File: config.mk
export PLATFORM = sky130hd
export DESIGN_NAME = keypad_entry_flat
export DESIGN_NICKNAME = d
export VERILOG_FILES = /design/src/rtl/keypad_entry_pkg.sv /design/src/rtl/keypad_entry_if.sv /design/src/rtl/keypad_entry_stable_cnt.sv /design/src/rtl/keypad_entry.sv /design/src/flat_wrapper.sv
export SDC_FILE = /design/constraint.sdc
export NUM_CORES = 1
export LEC_CHECK = 0
export CAP_MARGIN = 20
export CORE_ASPECT_RATIO = 1.5
export CORE_UTILIZATION = 50
export CTS_CLUSTER_DIAMETER = 50
export DETAILED_ROUTE_END_ITERATION = 12
export GPL_TIMING_DRIVEN = 1
export PLACE_DENSITY = 0.82
export SLEW_MARGIN = 10
export SYNTH_ARGS = -nofsm -noshare
export SYNTH_HDL_FRONTEND = slang
export SYNTH_SLANG_ARGS = --single-unit
File: constraint.sdc
create_clock -name clk -period 2.45 [get_ports clk]
set_input_delay 0.735 -clock clk [delete_from_list [all_inputs] [get_ports clk]]
set_output_delay 0.735 -clock clk [all_outputs]
set_load 0.1 [all_outputs]
File: src/rtl/keypad_entry_pkg.sv
// -----------------------------------------------------------------------------
// keypad_pkg
// Shared types and helpers for the keypad entry block: keypad geometry, digit
// count, the scan FSM state encoding, and the row/column to key-code mapping.
// -----------------------------------------------------------------------------
package keypad_pkg;

  localparam int ROWS   = 4;
  localparam int COLS   = 4;
  localparam int CODE_W = 4;
  localparam int IDX_W  = 2;               // bits to index a row or a column
  localparam int DIGITS = 4;               // digits shown on the display path
  localparam int HEX_W  = DIGITS * CODE_W;

  typedef enum logic [1:0] {
    SCAN     = 2'd0,
    PRESS_DB = 2'd1,
    HOLD     = 2'd2,
    REL_DB   = 2'd3
  } state_t;

  // Result of looking at one sampled column word.
  typedef struct packed {
    logic             one;   // exactly one column is pulled low
    logic [IDX_W-1:0] idx;   // index of the low column (valid when one = 1)
  } col_hit_t;

  // Key code = COLS*row + col, so row 0/col 0 is 0x0 and row 3/col 3 is 0xF.
  function automatic logic [CODE_W-1:0] key_code_of(input logic [IDX_W-1:0] row,
                                                   input logic [IDX_W-1:0] col);
    return CODE_W'(COLS * int'(row) + int'(col));
  endfunction

  // Several low columns in one row is a ghost/multi-press and is rejected.
  function automatic col_hit_t decode_cols(input logic [COLS-1:0] cols);
    col_hit_t h;
    int       lows;
    h    = '0;
    lows = 0;
    for (int c = 0; c < COLS; c++) begin
      if (!cols[c]) begin
        lows++;
        h.idx = IDX_W'(c);
      end
    end
    h.one = (lows == 1);
    return h;
  endfunction

endpackage

File: src/rtl/keypad_entry_if.sv
// -----------------------------------------------------------------------------
// keypad_entry_if
// Output bundle from the keypad entry block toward the display path / host.
//   key_valid : one-cycle pulse per accepted key
//   key_code  : code of the last accepted key
//   hexs      : entered digits, newest in [3:0]
//   LEs       : per-digit blank, 1 = blank
// master = keypad_entry (drives), slave = consumer.
// -----------------------------------------------------------------------------
interface keypad_entry_if;
  import keypad_pkg::*;

  logic              key_valid;
  logic [CODE_W-1:0] key_code;
  logic [HEX_W-1:0]  hexs;
  logic [DIGITS-1:0] LEs;

  modport master (output key_valid, key_code, hexs, LEs);
  modport slave  (input  key_valid, key_code, hexs, LEs);
endinterface

File: src/rtl/keypad_entry_stable_cnt.sv
// -----------------------------------------------------------------------------
// key_stable_cnt
// Counts consecutive cycles in which cond holds while en is high and flags hit
// on the N-th such cycle. Any cycle with en or cond low clears the count; the
// count also restarts after a hit, so a steady condition hits every N cycles.
//   clk, rst : clock, asynchronous active-low reset
//   en       : counter enabled (owning FSM state active)
//   cond     : condition being timed
//   hit      : combinational, high on the N-th consecutive qualifying cycle
// -----------------------------------------------------------------------------
module key_stable_cnt #(
  parameter int N = 8
) (
  input  logic clk,
  input  logic rst,
  input  logic en,
  input  logic cond,
  output logic hit
);

  localparam int W = (N > 1) ? $clog2(N) : 1;

  logic [W-1:0] cnt;

  assign hit = en && cond && (cnt == W'(N - 1));

  // NOTE: sequential state is assigned with <= so every flop samples the
  // pre-edge values; blocking = here would make results order-dependent.
  always_ff @(posedge clk or negedge rst) begin
    if (!rst)                      cnt <= '0;
    else if (!en || !cond || hit)  cnt <= '0;
    else                           cnt <= cnt + 1'b1;
  end

endmodule

File: src/rtl/keypad_entry.sv
// -----------------------------------------------------------------------------
// keypad_entry
// Scans a 4x4 active-low matrix keypad, debounces press and release, and
// shifts accepted hex digits into a 16-bit value for the seven-segment path.
//   clk     : system clock
//   rst     : asynchronous active-low reset
//   col_in  : keypad columns, active-low, asynchronous (synchronized here)
//   clr     : synchronous clear of the entered value (active-high level)
//   row_out : active-low one-hot row drive
//   kp      : keypad_entry_if.master (key_valid, key_code, hexs, LEs)
// Build option: define KEY_REPEAT_EN to re-emit a held key every REPEAT_CNT
// cycles; without it a held key is accepted exactly once.
// -----------------------------------------------------------------------------
module keypad_entry
  import keypad_pkg::*;
#(
  parameter int SCAN_DIV     = 50000,
  parameter int DEBOUNCE_CNT = 250000,
  parameter int REPEAT_CNT   = 25000000
) (
  input  logic            clk,
  input  logic            rst,
  input  logic [COLS-1:0] col_in,
  input  logic            clr,
  output logic [ROWS-1:0] row_out,
  keypad_entry_if.master  kp
);

  localparam int DIV_W = $clog2(SCAN_DIV);

  logic [COLS-1:0]   col_s1, col_s;
  state_t            state_q, state_d;
  logic [IDX_W-1:0]  row_q;
  logic [DIV_W-1:0]  div_q;
  logic [COLS-1:0]   pat_q;      // column pattern latched at detection
  logic [CODE_W-1:0] code_q;     // code latched at detection
  logic [2:0]        n_q;        // entered digit count, saturates at DIGITS
  col_hit_t          scan_hit;
  logic              row_done, row_adv;
  logic              press_hit, rel_hit, rep_hit, accept;

  // Two-flop synchronizer; idle (all high) out of reset.
  always_ff @(posedge clk or negedge rst) begin
    if (!rst) begin
      col_s1 <= '1;
      col_s  <= '1;
    end else begin
      col_s1 <= col_in;
      col_s  <= col_s1;
    end
  end

  assign scan_hit = decode_cols(col_s);
  assign row_done = (div_q == DIV_W'(SCAN_DIV - 1));

  key_stable_cnt #(.N(DEBOUNCE_CNT)) u_press_db (
    .clk (clk), .rst (rst),
    .en  (state_q == PRESS_DB), .cond (col_s == pat_q), .hit (press_hit)
  );

  key_stable_cnt #(.N(DEBOUNCE_CNT)) u_rel_db (
    .clk (clk), .rst (rst),
    .en  (state_q == REL_DB), .cond (col_s == '1), .hit (rel_hit)
  );

`ifdef KEY_REPEAT_EN
  // Runs only while in HOLD, so it restarts from zero on every new hold.
  key_stable_cnt #(.N(REPEAT_CNT)) u_repeat (
    .clk (clk), .rst (rst),
    .en  (state_q == HOLD), .cond (1'b1), .hit (rep_hit)
  );
`else
  assign rep_hit = 1'b0;
`endif

  // State register.
  always_ff @(posedge clk or negedge rst) begin
    if (!rst) state_q <= SCAN;
    else      state_q <= state_d;
  end

  // Next-state logic.
  // NOTE: every always_comb output gets a default first so no path can
  // leave it unassigned and infer a latch.
  always_comb begin
    state_d = state_q;
    row_adv = 1'b0;
    unique case (state_q)
      SCAN: begin
        if (row_done) begin
          if (scan_hit.one) state_d = PRESS_DB;
          else              row_adv = 1'b1;
        end
      end
      PRESS_DB: begin
        if (col_s != pat_q) begin
          state_d = SCAN;
          row_adv = 1'b1;
        end else if (press_hit) begin
          state_d = HOLD;
        end
      end
      HOLD: begin
        if (col_s == '1) state_d = REL_DB;
      end
      REL_DB: begin
        if (col_s != '1) begin
          state_d = HOLD;
        end else if (rel_hit) begin
          state_d = SCAN;
          row_adv = 1'b1;
        end
      end
      default: state_d = SCAN;
    endcase
  end

  // Output logic.
  always_comb begin
    row_out        = '1;
    row_out[row_q] = 1'b0;
    accept         = press_hit || rep_hit;
    kp.LEs         = '1;
    for (int i = 0; i < DIGITS; i++) kp.LEs[i] = (3'(i) >= n_q);
  end

  // Row scan counters and the key latched at detection.
  always_ff @(posedge clk or negedge rst) begin
    if (!rst) begin
      row_q  <= '0;
      div_q  <= '0;
      pat_q  <= '1;
      code_q <= '0;
    end else begin
      if (state_q == SCAN && row_done && scan_hit.one) begin
        pat_q  <= col_s;
        code_q <= key_code_of(row_q, scan_hit.idx);
      end
      if (row_adv) row_q <= row_q + 1'b1;
      // The divider only runs while scanning; a held row restarts at zero.
      if (state_q == SCAN && !row_done) div_q <= div_q + 1'b1;
      else                              div_q <= '0;
    end
  end

  // Accept actions. clr takes priority over the pulse and the shift, but the
  // code register still captures the key so key_code tracks the last press.
  always_ff @(posedge clk or negedge rst) begin
    if (!rst) begin
      kp.key_valid <= 1'b0;
      kp.key_code  <= '0;
      kp.hexs      <= '0;
      n_q          <= '0;
    end else begin
      kp.key_valid <= accept && !clr;
      if (accept) kp.key_code <= code_q;
      if (clr) begin
        kp.hexs <= '0;
        n_q     <= '0;
      end else if (accept) begin
        kp.hexs <= {kp.hexs[HEX_W-CODE_W-1:0], code_q};
        if (n_q != 3'(DIGITS)) n_q <= n_q + 1'b1;
      end
    end
  end

endmodule

File: src/flat_wrapper.sv
// flat-port wrapper written by rule: the top's interface ports become plain ports
module keypad_entry_flat import keypad_pkg::*;
#(
  parameter int SCAN_DIV     = 50000,
  parameter int DEBOUNCE_CNT = 250000,
  parameter int REPEAT_CNT   = 25000000
)
  (clk, rst, col_in, clr, row_out, kp_key_valid, kp_key_code, kp_hexs, kp_LEs);
  keypad_entry_if kp_i ();
  input  logic clk;
  input  logic rst;
  input  logic [COLS-1:0] col_in;
  input  logic clr;
  output logic [ROWS-1:0] row_out;
  output wire logic [$bits(kp_i.key_valid)-1:0] kp_key_valid;
  output wire logic [$bits(kp_i.key_code)-1:0] kp_key_code;
  output wire logic [$bits(kp_i.hexs)-1:0] kp_hexs;
  output wire logic [$bits(kp_i.LEs)-1:0] kp_LEs;
  assign kp_key_valid = kp_i.key_valid;
  assign kp_key_code = kp_i.key_code;
  assign kp_hexs = kp_i.hexs;
  assign kp_LEs = kp_i.LEs;
  keypad_entry #(.SCAN_DIV(SCAN_DIV), .DEBOUNCE_CNT(DEBOUNCE_CNT), .REPEAT_CNT(REPEAT_CNT)) u_core (.clk(clk), .rst(rst), .col_in(col_in), .clr(clr), .row_out(row_out), .kp(kp_i));
endmodule
==> summary.md <==
| Metric | Value |
|---|---|
| Post-route minimum period | 2.34 ns |
| Setup TNS | 0 ns |
| WL/cell | 14.7 um |
| Nets | a little under 500 |
| Share of cells above drive strength 1 | 21.1% |
| Net Sw Frac | 21.0% |
| # setup viols final | 0 |
| CP max FO | 8 |
| Synthesized cell area | 4550 um^2 |
| Final Hold Violating Endpoints | 0 |
| Vias/cell | roughly 5.4 |
| Worst EP required | between 2 and 3 ns |
| Hold Buf Count CTS | 0 |
| CP arrival | roughly 2.6 ns |
| Dpl hpwl | roughly 6000 um |
| Die Wd | approximately 80 um |
| Pwr dens | between 500 and 600 nW/um^2 |
| Ports | 36 |
| # DRC | 0 |
| Detail Route Antenna Nets | 0 |
| Iter 0 DRT Violations | 169 |
| Die area | about 9500 um^2 |
| Syn nets | between 400 and 500 |
| RSZ-0062 raised after global routing | false |
| Clk pin slew, worst setup/hold paths | around 0.060 ns |
| Crit start category | flop |
| Antenna violations before repair | 0 |
| Register bit total from synthesis | 96 |
| N_diodes | 0 |
| Starting Density | between 50% and 60% |
| # port buffers | 35 |
| GRT Util Overall | around a fifth |
| Fin crit share | ~96% |
| Min-delay worst type | flop to flop |
| Crit-path cells | inv_1 -> ha_4 -> xnor2_4 -> ha_2 -> nand2b_4 -> xnor2_2 -> o21ai_2 -> nor2b_1 -> buf_4 -> mux2_2 |
| CTS root buf | clkbuf_16 |
| Number of CTS-inserted buffers | 9 |
| Clk_lat worst skew | around 0.35 ns |
| Slew headroom | about three fifths |
| Leakage | between 2 and 2.5 nW |
| CTS tree | yes |
| Total of max-cap violations | 0 |
| Remaining Overflow, GRT | 0 |
| Crit-path max cell delay | approximately 0.53 ns |
| CTS Sinks | 96 |
| Max Root-Sink Buffers | 2 |
| Worst setup path category | flop to flop |
| Sequential fraction of design power | 49.8% |
| Switch Pwr | about 0.00067 W |
| Top Family by Delay on Critical Path | flip-flops |
| Die H | roughly 120 um |
| Maximum vdd drop | between 0.0004 and 0.0005 V |
| Placeable Area | just under 9000 um^2 |
| Vias | 3158 |
| Status | completed |
| First-pass GRT wire length | 15000 um |
| Final RePlAce weighted congestion | roughly 0.82 |
| Final wirelength | between 8000 and 9000 um |
| Comb pwr share | around 3.5% |
| Worst-margin pin slew | around 0.59 ns |
| H-tree depth | 3 |
| Synth cell types | 48 |
| Internal power | about 0.0025 W |
| Clock Skew | ~0.006 ns |
| Clk pwr share | a little under half |
| Fmax | ~430 MHz |
| Seq. cell area | between 2000 and 2500 um^2 |
| P&R area growth vs syn | 19.8% |
| Worst setup slack after placement | -0.0729 ns |
| Crit. End Element | flop |
| Register area share after synthesis | approximately 53% |
| Multi-input gate area | approximately 2000 um^2 |
| Predominant post-synthesis flop cell | dfrtp_1 |
| # rows | 42 |
| Final worst slack | 0.106 ns |
| Warnings, synthesis | 0 |
| Fill count | 677 |
| Drt first pass iters | 4 |
| CP max stage cell | dfstp_2 |
| Max-slew violations | 0 |
| Largest net degree at the start of global routing | 44 |
| Mapped Avg Cell Area | approximately 11 um^2 |
| Vias in the first global route | roughly 3400 |
| Post-synthesis cell count | between 400 and 500 |
| Worst path bufs/invs | 2 |
| EDFF count, synth | 0 |
| Synth async-reset ratio | 100% |
## metrics by stage
step           util (%)  power [W]  instances  hold WS [ns]  instance area [um^2]
2_1_floorplan         -    0.00167        424         0.345                  4560
3_3_place_gp       57.4    0.00172        568         0.346                  5070
3_5_place_dp       57.4    0.00173        568         0.347                  5070
4_1_cts            61.1    0.00323        584         0.360                  5400
5_1_grt            61.8    0.00331        585         0.361                  5450
6_report           61.8    0.00322        585         0.359                  5450
## worst register-to-register path, delay by kind of cell, from the launching register on
| kind | cells | cell delay [ns] |
|---|---|---|
| buffers and inverters | 2 | 0.23 |
| adder cells (fa/ha/maj) | 2 | 0.49 |
| AO/OA/AOI/OAI | 1 | 0.10 |
| XOR/XNOR | 2 | 0.34 |
| AND/OR/NAND/NOR | 2 | 0.18 |
| multiplexers | 1 | 0.34 |
| flip-flops | 1 | 0.53 |
## layout by cell type (no fill, tap or decap), types with 2 or more instances in the layout
master and instances:
buf_12 7, a21oi_1 7, clkbuf_16 9, nor2_1 80
nor3_1 6, mux2i_1 17, xnor2_1 17, inv_1 19
buf_4 36, nor2b_1 4, o21ai_0 5, nand2_1 17
or3_1 2, nand3b_1 2, ha_1 12, dfstp_2 12
and2_1 3, nor2_2 2, nor4bb_1 3, nand3_1 23
inv_6 2, and3_1 6, bufinv_16 2, mux2_2 12
dfrtp_1 84, and4_1 5, xor2_1 32, clkdlybuf4s50_1 5
nand4_1 13
## sequential cells by signal (all words and copies together), names as in the netlist
signal	flops
u_core.u_press_db.cnt	18
u_core.u_rel_db.cnt	18
u_core.div_q	16
u_core.kp.hexs	16
u_core.code_q	4
u_core.col_s1	4
u_core.col_s	4
u_core.kp.key_code	4
u_core.pat_q	4
u_core.n_q	3
u_core.row_q	2
u_core.state_q	2
u_core.kp.key_valid	1
## power groups by stage
stage	sequential (W)	clock, W	combinational (W)
after floorplan	0.00163	0	0.0000361
after global placement	0.00163	0	0.0000903
after detailed placement	0.00163	0	0.0000952
after CTS	0.00160	0.00153	0.0000983
after global routing	0.00160	0.00159	0.000125
final	0.00160	0.00150	0.000113
## synthesized netlist by cell type, types with 4 or more instances
cell	instances	area share, %
and3_1	6	0.82
buf_2	4	0.44
dfrtp_1	84	46
o21ai_0	6	0.66
dfstp_2	12	6.9
a21oi_1	7	0.77
nand3_1	23	2.5
nor2b_1	4	0.55
mux2i_1	17	3.7
nor2_1	81	6.7
nand4_1	13	1.8
and4_1	5	0.96
mux2_2	12	3.0
nor3_1	7	0.77
xnor2_1	19	3.7
ha_1	14	3.8
clkbuf_1	5	0.41
nand2_1	17	1.4
inv_1	19	1.6
xor2_1	32	6.2
## final cells by class
class / count / area share, %
clock buffers: 10 / 4.20
clock inverters: 6 / 1.68
inverters: 19 / 1.31
multi-input cells: 296 / 37.5
flip-flops and latches: 96 / 44.3
well taps: 110 / 2.52
repair buffers: 48 / 8.44
## logic make-up (layout without fill, tap and decap cells)
| group | count (synthesis) | count (layout) | synth area share, % |
|---|---|---|---|
| flip-flops | 96 | 96 | 53.1 |
| adder cells (fa/ha/maj) | 14 | 14 | 3.85 |
| AO/OA/AOI/OAI | 21 | 21 | 3.02 |
| XOR/XNOR | 51 | 51 | 9.81 |
| AND/OR/NAND/NOR | 181 | 181 | 20.1 |
| buffers and inverters | 32 | 83 | 3.44 |
| multiplexers | 29 | 29 | 6.71 |
## what timing repair did
item | CTS | global route
setup buffers | 0 | 1
gates resized for setup | 2 | 7
pin swaps | 1 | 3
endpoints found under the setup margin | 8 | 10
## final timing paths
kind / startpoint / endpoint / slack [ns] / depth (start not counted)
max: u_core.col_s[0]$_DFF_PN1_ / u_core.code_q[0]$_DFFE_PN0P_ / 0.11 / 10
min: u_core.col_s1[3]$_DFF_PN1_ / u_core.col_s[3]$_DFF_PN1_ / 0.36 / 0
max reg2reg: u_core.col_s[0]$_DFF_PN1_ / u_core.code_q[0]$_DFFE_PN0P_ / 0.11 / 10
min reg2reg: u_core.col_s1[3]$_DFF_PN1_ / u_core.col_s[3]$_DFF_PN1_ / 0.36 / 0
max in group asynchronous: rst / u_core.pat_q[3]$_DFFE_PN1P_ / 1.47 / 2
min in group asynchronous: rst / u_core.u_rel_db.cnt[2]$_DFF_PN0_ / 0.38 / 1
## metal layers
| layer | wire, um | track usage, % | part of all wire [%] | up-vias |
|---|---|---|---|---|
| met4 | 207 | 8.26 | 2.4 | 0 |
| met5 | 0 | 0 | 0 | - |
| met2 | 4770 | 37.0 | 55 | 47 |
| met1 | 3430 | 22.8 | 40 | 1575 |
| li1 | - | - | - | 1516 |
| met3 | 221 | 3.60 | 2.6 | 20 |
(Power assumes the default switching activity.)
